File: src/rtl/elevator_pkg.sv
// rtl/elevator_pkg.sv - shared floor types, dispatcher states and one-hot floor helpers
package elevator_pkg;

  typedef logic [3:0] floor_t;

  localparam floor_t FLOOR_NONE = 4'b1111;

  typedef enum logic [1:0] {IDLE, SELECT, TRAVEL, DOOR} disp_state_t;

  function automatic logic is_onehot(input floor_t f);
    return (f != '0) && ((f & (f - 4'd1)) == '0);
  endfunction

  // Lowest pending floor strictly above cur; 0 when there is none.
  function automatic floor_t nearest_above(input floor_t pending, input floor_t cur);
    floor_t res;
    logic   seen;
    res  = '0;
    seen = 1'b0;
    for (int i = 0; i < 4; i++) begin
      if (seen && pending[i] && (res == '0)) res = floor_t'(1) << i;
      if (cur[i]) seen = 1'b1;
    end
    return res;
  endfunction

  function automatic floor_t nearest_below(input floor_t pending, input floor_t cur);
    floor_t res;
    logic   seen;
    res  = '0;
    seen = 1'b0;
    for (int i = 3; i >= 0; i--) begin
      if (seen && pending[i] && (res == '0)) res = floor_t'(1) << i;
      if (cur[i]) seen = 1'b1;
    end
    return res;
  endfunction

endpackage

File: src/rtl/dispatch_target_picker.sv
// rtl/dispatch_target_picker.sv - sweep-policy choice of the next destination floor
module dispatch_target_picker
  import elevator_pkg::*;
(
  input  floor_t pending,
  input  floor_t cState,
  input  logic   dir_up,
  output floor_t next_des,
  output logic   next_dir,
  output logic   found
);

  floor_t above;
  floor_t below;

  assign above = nearest_above(pending, cState);
  assign below = nearest_below(pending, cState);

  // Keep sweeping in the current direction; reverse only when nothing lies ahead.
  always_comb begin
    next_des = FLOOR_NONE;
    next_dir = dir_up;
    found    = 1'b0;
    if (dir_up) begin
      if (above != '0) begin
        next_des = above;
        next_dir = 1'b1;
        found    = 1'b1;
      end else if (below != '0) begin
        next_des = below;
        next_dir = 1'b0;
        found    = 1'b1;
      end
    end else begin
      if (below != '0) begin
        next_des = below;
        next_dir = 1'b0;
        found    = 1'b1;
      end else if (above != '0) begin
        next_des = above;
        next_dir = 1'b1;
        found    = 1'b1;
      end
    end
  end

endmodule

File: src/rtl/elevator_dispatch_queue.sv
// rtl/elevator_dispatch_queue.sv - per-cab call queue, sweep dispatcher and door dwell
module elevator_dispatch_queue
  import elevator_pkg::*;
#(
  parameter int DOOR_TICKS = 4
) (
  input  logic       clk,
  input  logic       reset,
  input  logic       tick_2s,
  input  logic       req_valid,
  input  logic [3:0] req_floor,
  input  logic [3:0] cState,
  input  logic       moving,
  output logic       go,
  output logic       en,
  output logic [3:0] des,
  output logic [3:0] pending,
  output logic       dir_up,
  output logic       door_open,
  output logic       arrived,
  output logic       req_err,
  output logic       fault
);

  localparam int DW = $clog2(DOOR_TICKS + 1);

  disp_state_t state_q, state_d;
  floor_t      pending_q, pending_d, des_q, des_d;
  logic        go_q, go_d, en_q, en_d, dir_up_q, dir_up_d, door_q, door_d;
  logic        arrived_q, arrived_d, req_err_q, req_err_d, fault_q, fault_d;
  logic [DW-1:0] dwell_q, dwell_d;

  logic   req_ok, cur_req, retarget;
  floor_t pending_set, pick_des;
  logic   pick_dir, pick_found;

  // Arrival is judged from cState alone; the motion flag is informational.
  logic unused_moving;
  assign unused_moving = moving;

  assign req_ok      = req_valid && is_onehot(req_floor);
  assign cur_req     = req_ok && (req_floor == cState);
  assign pending_set = pending_q | (req_ok ? req_floor : '0);

  dispatch_target_picker u_picker (
    .pending  (pending_set),
    .cState   (cState),
    .dir_up   (dir_up_q),
    .next_des (pick_des),
    .next_dir (pick_dir),
    .found    (pick_found)
  );

  assign retarget = pick_found && (pick_dir == dir_up_q) &&
                    (dir_up_q ? (pick_des < des_q) : (pick_des > des_q));

  always_comb begin
    state_d   = state_q;
    pending_d = pending_set;
    des_d     = des_q;
    dir_up_d  = dir_up_q;
    dwell_d   = dwell_q;
    arrived_d = 1'b0;
    req_err_d = req_valid && !is_onehot(req_floor);
    fault_d   = fault_q || !is_onehot(cState);
    if (fault_d) begin
      state_d = IDLE;
      dwell_d = '0;
    end else begin
      case (state_q)
        IDLE: begin
          if (cur_req) begin
            pending_d = pending_set & ~cState;
            state_d   = DOOR;
            dwell_d   = '0;
          end else if (pending_set != '0) begin
            state_d = SELECT;
          end
        end
        SELECT: begin
          if ((pending_set & cState) != '0) begin
            pending_d = pending_set & ~cState;
            state_d   = DOOR;
            dwell_d   = '0;
          end else if (pick_found) begin
            des_d    = pick_des;
            dir_up_d = pick_dir;
            state_d  = TRAVEL;
          end else begin
            state_d = IDLE;
          end
        end
        TRAVEL: begin
          if (cState == des_q) begin
            pending_d = pending_set & ~des_q;
            arrived_d = 1'b1;
            state_d   = DOOR;
            dwell_d   = '0;
          end else if (!tick_2s && retarget) begin
            // The driver samples des on tick clocks, so retargets wait for a quiet clock.
            des_d = pick_des;
          end
        end
        DOOR: begin
          if (cur_req) begin
            pending_d = pending_set & ~cState;
            dwell_d   = '0;
          end else if (tick_2s) begin
            if (dwell_q == DW'(DOOR_TICKS - 1)) begin
              dwell_d = '0;
              state_d = (pending_set != '0) ? SELECT : IDLE;
            end else begin
              dwell_d = dwell_q + DW'(1);
            end
          end
        end
        default: state_d = IDLE;
      endcase
    end
    go_d   = (state_d == TRAVEL);
    door_d = (state_d == DOOR);
    en_d   = !door_d && !fault_d;
    if (state_d != TRAVEL) des_d = FLOOR_NONE;
  end

  always_ff @(posedge clk) begin
    if (reset) begin
      state_q   <= IDLE;
      pending_q <= '0;
      go_q      <= 1'b0;
      en_q      <= 1'b1;
      des_q     <= FLOOR_NONE;
      dir_up_q  <= 1'b1;
      door_q    <= 1'b0;
      arrived_q <= 1'b0;
      req_err_q <= 1'b0;
      fault_q   <= 1'b0;
      dwell_q   <= '0;
    end else begin
      state_q   <= state_d;
      pending_q <= pending_d;
      go_q      <= go_d;
      en_q      <= en_d;
      des_q     <= des_d;
      dir_up_q  <= dir_up_d;
      door_q    <= door_d;
      arrived_q <= arrived_d;
      req_err_q <= req_err_d;
      fault_q   <= fault_d;
      dwell_q   <= dwell_d;
    end
  end

  assign go        = go_q;
  assign en        = en_q;
  assign des       = des_q;
  assign pending   = pending_q;
  assign dir_up    = dir_up_q;
  assign door_open = door_q;
  assign arrived   = arrived_q;
  assign req_err   = req_err_q;
  assign fault     = fault_q;

endmodule

File: config.mk
export PLATFORM = sky130hd
export DESIGN_NAME = elevator_dispatch_queue
export DESIGN_NICKNAME = d
export VERILOG_FILES = /design/src/rtl/elevator_pkg.sv /design/src/rtl/dispatch_target_picker.sv /design/src/rtl/elevator_dispatch_queue.sv
export SDC_FILE = /design/constraint.sdc
export NUM_CORES = 1
export LEC_CHECK = 0
export BUFFER_PORTS_ARGS = -buffer_cell sky130_fd_sc_hd__buf_2
export CORE_MARGIN = 2
export CORE_UTILIZATION = 50
export DETAILED_ROUTE_END_ITERATION = 12
export PLACE_DENSITY_LB_ADDON = 0.12
export SLEW_MARGIN = 20
export SYNTH_ARGS = -nofsm -noshare
export SYNTH_HDL_FRONTEND = slang
export SYNTH_SLANG_ARGS = --single-unit
File: constraint.sdc
create_clock -name clk -period 4.6 [get_ports clk]
set_clock_uncertainty 0.05 [all_clocks]
set_input_delay 1.38 -clock clk [delete_from_list [all_inputs] [get_ports clk]]
set_output_delay 1.38 -clock clk [all_outputs]
set_load 0.05 [all_outputs]
==> impl_metrics.py, run 1 <==
metrics = {
    "sta": {
        "finalMaxSlewViolations": 0,
        "max_freq_mhz": 233,
        "hold_violations": 0,
        "period_share": 0.933,
        "rsz0062_at_grt": "false",
        "worst_pin_slew_ps": 673,
        "setup_viol": 0,
        "final.setup.tns_ps": 0,
        "fin_crit_ps": 4290,
        "timing.hold.ws_ps": 429,
        "maxSlewHeadroom": 0.547,
    },
    "pwr": {
        "switchingPower_uw": 133,
        "swShare": 0.298,
        "p_seq_frac": 0.398,
        "p_per_area_nw_per_um2": 210,
        "p_leak_uw": 0.000890,
        "vdd_drop_max_mv": 0.151,
        "power_frac_comb": 0.273,
        "clockPowerShare": 0.329,
        "power.internal_uw": 314,
    },
    "global_route": {
        "grt_pass1_vias": 1771,
        "grt_pass1_wl_mm": 8.33,
        "grt_overflow": 0,
        "grt_max_degree": 17,
        "grt_antenna_before_repair": 0,
        "grt_use_total": 0.256,
    },
    "critical_path": {
        "path_cells": "buf_2 > buf_4 > nor2b_1 > a31o_2 > a211o_1 > nand3_1 > o211ai_1 > a21oi_1 > inv_1 > ha_1 > nor2b_1 > o211ai_1 > and4_1 > and3_1 > o21bai_1 > o21ai_0 > o311ai_1",
        "r2r_end": "des[0]",
        "r2r-start": "pending[0]",
        "arrival_ps": 4430,
        "cpMaxStageDelayCell": "a211o_1",
        "crit_type": "primary input to register",
        "path_max_fanout": 8,
        "critPathLaunchType": "primary input",
        "critical_path_required_ps": 4740,
        "critPathMaxStageDelay_ps": 340,
        "end_kind": "register",
        "ff2ff_setup_slack_ps": 1440,
        "reg2reg_depth": 15,
    },
    "yosys": {
        "synth_fp_nets": 250,
        "synth_seq_area_share": 0.228,
        "yosys_warnings": 0,
        "synth_cell_types": 62,
        "synthArstFlopShare": 0,
        "ys_ff_latch": 20,
        "ys.flop_type": "dfxtp_1",
        "synth_edf_count": 0,
        "syn_area_per_cell_um2": 7.73,
        "synth_area_um2": 1760,
        "synthCells": 227,
    },
    "worst_hold_path": {
        "holdCritStartpoint": "dwell_q[2]",
        "hold_depth": 2,
        "hold_path_class": "register to register",
        "hold_end": "dwell_q[2]",
    },
    "floorplan": {
        "ioPinCount": 28,
        "start_util": 0.522,
        "row_count": 21,
        "core_area_um2": 3360,
        "die_h_um": 63.3,
        "die_x_um": 63.3,
        "die-area_um2": 4000,
    },
    "outcome": {
        "outcome": "finished, final reports clean",
    },
    "cts": {
        "root_buffer": "clkbuf_4",
        "cts_num_sinks": 20,
        "ctsHoldBuffers": 0,
        "htreeDepth": 1,
        "insertion_delay_ps": 310,
        "clkTransAtPathRegs_ps": 120,
        "numCtsBuffers": 3,
        "post_cts_buffers": 0,
        "cts_tree": "yes",
        "clock_path_buffers": 2,
        "cts_resized": 0,
    },
    "finish": {
        "drive_gt1_frac": 0.250,
        "multi_input_area_um2": 1260,
        "num_antenna_cells": 0,
        "n_fill_cell": 333,
        "final_nets": 292,
        "area_growth_pct": 21.2,
        "regArea_um2": 400,
        "fin_cells": 314,
    },
    "drt": {
        "via_per_inst": 6.08,
        "wirelength_mm": 4.93,
        "wire_per_inst_um": 15.7,
        "drtIter0Drc": 157,
        "first_pass_iters": 5,
        "drt-met1-wl_mm": 2.24,
        "drc_errors": 0,
        "wl_met3_um": 367,
        "wl_met2_mm": 2.26,
        "num_vias": 1909,
        "highest_layer": "met4",
        "ant_nets": 0,
    },
    "flow_run": {
        "maxCapViolations": 0,
    },
    "place": {
        "dp.cells": 310,
        "gp_congestion": 0.912,
        "port_buffers": 26,
        "dp.final_hpwl_mm": 3.84,
    },
}
## per-stage QoR
step	instance area (um2)	worst slack (ps)	utilization	total power (uW)
after floorplan	1760	222	-	258
after global placement	2060	-47.5	0.613	300
after detailed placement	2060	-51.2	0.613	300
after CTS	2110	269	0.629	446
after global routing	2130	68.8	0.633	470
final	2130	310	0.633	447
## critical path: cells and delay by family
kind	cells	cell delay (ps)
AO/OA/AOI/OAI	8	1600
AND/OR/NAND/NOR	5	820
buffers and inverters	3	340
adder cells (fa/ha/maj)	1	280
## power groups by stage
stage / sequential, uW / clock, uW / combinational [uW]
floorplan: 191 / 0 / 66.4
detailed placement: 182 / 0 / 119
global route: 178 / 159 / 132
finish: 178 / 147 / 122
global placement: 182 / 0 / 118
CTS: 178 / 149 / 119
## cell families (layout without fill, tap and decap cells)
kind of cell | count (synthesis) | after routing | synth area share
AO/OA/AOI/OAI | 85 | 85 | 0.346
AND/OR/NAND/NOR | 74 | 74 | 0.232
buffers and inverters | 26 | 67 | 0.0606
flip-flops | 20 | 20 | 0.228
adder cells (fa/ha/maj) | 10 | 10 | 0.0713
XOR/XNOR | 9 | 9 | 0.0449
multiplexers | 3 | 3 | 0.0171
## cells in the mapped netlist (all sizes together) (2+ instances only)
cell / count / share of area
a21oi: 24 / 0.068
dfxtp: 20 / 0.23
nor2: 16 / 0.034
inv: 14 / 0.030
o21ai: 14 / 0.040
nand2: 11 / 0.024
ha: 10 / 0.071
clkbuf: 9 / 0.019
nor3: 9 / 0.026
nand3: 7 / 0.020
xor2: 7 / 0.035
nor2b: 6 / 0.023
a211oi: 5 / 0.029
o211ai: 5 / 0.021
a211o: 4 / 0.021
a31oi: 4 / 0.014
and2: 4 / 0.014
a21o: 3 / 0.014
and3: 3 / 0.011
buf: 3 / 0.011
mux2i: 3 / 0.017
nor4b: 3 / 0.019
or3: 3 / 0.011
a21boi: 2 / 0.0086
a31o: 2 / 0.010
and4: 2 / 0.010
nand2b: 2 / 0.0071
o21bai: 2 / 0.0086
o311ai: 2 / 0.010
o31ai: 2 / 0.0086
or2: 2 / 0.0071
xnor2: 2 / 0.010
## final cells by class
type                            instances  share of cell area
Clock inverter                          1              0.0141
Sequential cell                        20               0.188
Multi-Input combinational cell        181               0.593
Clock buffer                            3              0.0106
Timing Repair Buffer                   49               0.142
Tap cell                               46              0.0270
Inverter                               14              0.0247
## metal layers
layer  vias up  GRT usage
li1        932          -
met5         -          0
met4         0     0.0625
met1       898      0.358
met2        73      0.415
met3         6     0.0357
## sequential cells by signal, indices dropped and copies added (netlist names), 2 cells and up
signal   flops
state_q      2
pending      4
des          4
dwell_q      3
## worst max path at each step
stage,from,end,slack (ps),cells past startpoint
floorplan,req_floor[1],des[0],220,16
global placement,req_floor[1],des[1],-50,16
detailed placement,req_floor[1],des[0],-50,16
CTS,req_floor[1],des[0],270,16
global route,req_valid,des[1],70,17
finish,req_valid,des[0],310,17
## cells in the final DEF, fill, tap and decap left out, drive strengths merged, types with 3 or more instances in the layout
cell    count
or3         3
a21oi      24
and3        3
xor2        7
ha         10
dfxtp      20
nor3        9
buf        49
nand3       7
nor2b       6
clkbuf      3
nor4b       3
nor2       16
and2        4
o211ai      5
a211oi      5
a211o       4
o21ai      14
inv        14
a31oi       4
a21o        3
mux2i       3
nand2      11
No activity file was read; power rests on OpenSTA's default activity.
==> run 2, diff against run 1 <==
Settings changed: REMOVE_ABC_BUFFERS set to 1.
==> run 2 against run 1 <==
Effect of this change: worst hold slack better by 4.5 ps; sequential power about the same; die area unchanged; via count down 1.8%; global-route usage down 0.17 points; sequential cell count unchanged; maximum frequency up 1.2%.
==> impl_metrics.py, run 2 (synthesis gave the netlist of run 1 again) <==
metrics = {
    "outcome": {
        "outcome": "finished, final reports clean",
    },
    "pwr": {
        "power.internal_uw": 272,
        "p_seq_frac": 0.442,
        "vdd_drop_max_mv": 0.181,
        "switchingPower_uw": 130,
        "p_leak_uw": 0.000869,
        "p_per_area_nw_per_um2": 193,
        "clockPowerShare": 0.261,
        "power_frac_comb": 0.297,
        "swShare": 0.323,
    },
    "critical_path": {
        "crit_type": "primary input to register",
        "critPathLaunchType": "primary input",
        "end_kind": "register",
        "critical_path_required_ps": 4730,
        "path_max_fanout": 5,
        "arrival_ps": 4370,
    },
    "place": {
        "gp_congestion": 0.892,
        "dp.final_hpwl_mm": 3.68,
        "port_buffers": 26,
        "pre_cts_slack_ps": -62.9,
    },
    "global_route": {
        "grt_use_total": 0.254,
        "grt_antenna_before_repair": 0,
        "grt_pass1_wl_mm": 8.21,
        "grt_max_degree": 17,
        "grt_pass1_vias": 1817,
        "grt_overflow": 0,
    },
    "floorplan": {
        "die-area_um2": 4000,
        "ioPinCount": 28,
        "core_area_um2": 3360,
        "die_x_um": 63.3,
        "die_h_um": 63.3,
        "start_util": 0.522,
        "row_count": 21,
    },
    "finish": {
        "final_nets": 289,
        "area_growth_pct": 19.0,
        "multi_input_area_um2": 1260,
        "num_antenna_cells": 0,
        "drive_gt1_frac": 0.242,
        "mostFrequentLayoutCell": "buf_2",
        "regArea_um2": 400,
        "n_fill_cell": 345,
        "mostFrequentLayoutCells": "26 x buf_2, 24 x a21oi_1, 20 x dfxtp_1, 20 x buf_4, 16 x nor2_1",
    },
    "cts": {
        "root_buffer": "clkbuf_4",
        "clock_path_buffers": 2,
        "post_cts_buffers": 0,
        "cts_tree": "yes",
        "numCtsBuffers": 3,
        "cts_num_sinks": 20,
        "clkTransAtPathRegs_ps": 120,
        "insertion_delay_ps": 310,
        "htreeDepth": 1,
    },
    "sta": {
        "finalMaxSlewViolations": 0,
        "max_freq_mhz": 236,
        "period_share": 0.921,
        "fin_crit_ps": 4240,
        "worst_pin_slew_ps": 643,
        "maxSlewHeadroom": 0.567,
        "hold_violations": 0,
        "rsz0062_at_grt": "false",
        "timing.hold.ws_ps": 433,
        "setup_slack_ps": 362,
        "setup_viol": 0,
    },
    "drt": {
        "via_per_inst": 6.03,
        "drtIter0Drc": 141,
        "wirelength_mm": 4.78,
        "first_pass_iters": 7,
        "wire_per_inst_um": 15.4,
        "num_vias": 1874,
        "drc_errors": 0,
        "ant_nets": 0,
    },
    "worst_hold_path": {
        "hold_path_class": "register to register",
    },
    "flow_run": {
        "maxCapViolations": 0,
    },
}
## run 2: cell count changes in the layout (fill, tap and decap cells not counted), sizes merged
cell	previous run	this run
clkbuf	3	4
bufinv	1	0
buf	49	46
## run 2: layout make-up
type	instances	share of cell area
Clock buffer	4	0.0174
Inverter	14	0.0251
Multi-Input combinational cell	181	0.604
Sequential cell	20	0.192
Tap cell	46	0.0275
Timing Repair Buffer	46	0.134
## run 2: repair_timing
action / CTS / global route
gates resized for setup: 0 / 2
hold buffers: 0 / 0
setup endpoints to repair: 0 / 4
## run 2: per-stage QoR
stage | util | setup TNS (ps) | total power, uW | cell area, um2 | instances
detailed placement | 0.606 | -151 | 299 | 2040 | 307
global route | 0.621 | 0 | 429 | 2090 | 311
CTS | 0.617 | 0 | 404 | 2080 | 311
finish | 0.621 | 0 | 403 | 2090 | 311
global placement | 0.606 | -25.2 | 298 | 2040 | 307
floorplan | - | 0 | 249 | 1700 | 215
## run 2: power by group through the flow
stage / clock [uW] / combinational [uW] / sequential, uW
3_5_place_dp: 0 / 117 / 182
5_1_grt: 119 / 131 / 179
4_1_cts: 109 / 117 / 178
2_1_floorplan: 0 / 57.2 / 191
3_3_place_gp: 0 / 116 / 182
6_report: 105 / 119 / 178
## run 2: path summary, 6_finish.rpt
path / startpoint / cells after the start / end / slack (ps)
max: req_floor[1] / 16 / des[0] / 360
min: dwell_q[2] / 2 / dwell_q[2] / 430
max reg2reg: pending[1] / 15 / des[0] / 1390
min reg2reg: dwell_q[2] / 2 / dwell_q[2] / 430
## run 2: per-layer routing
| metal | wire length (um) | up-vias | track usage |
|---|---|---|---|
| met2 | 2270 | 55 | 0.419 |
| met3 | 237 | 8 | 0.0179 |
| li1 | - | 925 | - |
| met5 | 0 | - | 0 |
| met1 | 2200 | 886 | 0.350 |
| met4 | 70 | 0 | 0.0897 |
## run 2: critical path, cell delays in order
cell	delay (ps)
buf_2	140
nor4b_4	390
a21oi_1	140
a31oi_1	260
a22o_1	230
o211ai_1	100
a21oi_1	190
inv_1	70
ha_1	300
nor2b_1	140
o211ai_1	200
and4_1	210
and3_1	220
o21bai_1	120
o21ai_0	170
o311ai_1	110
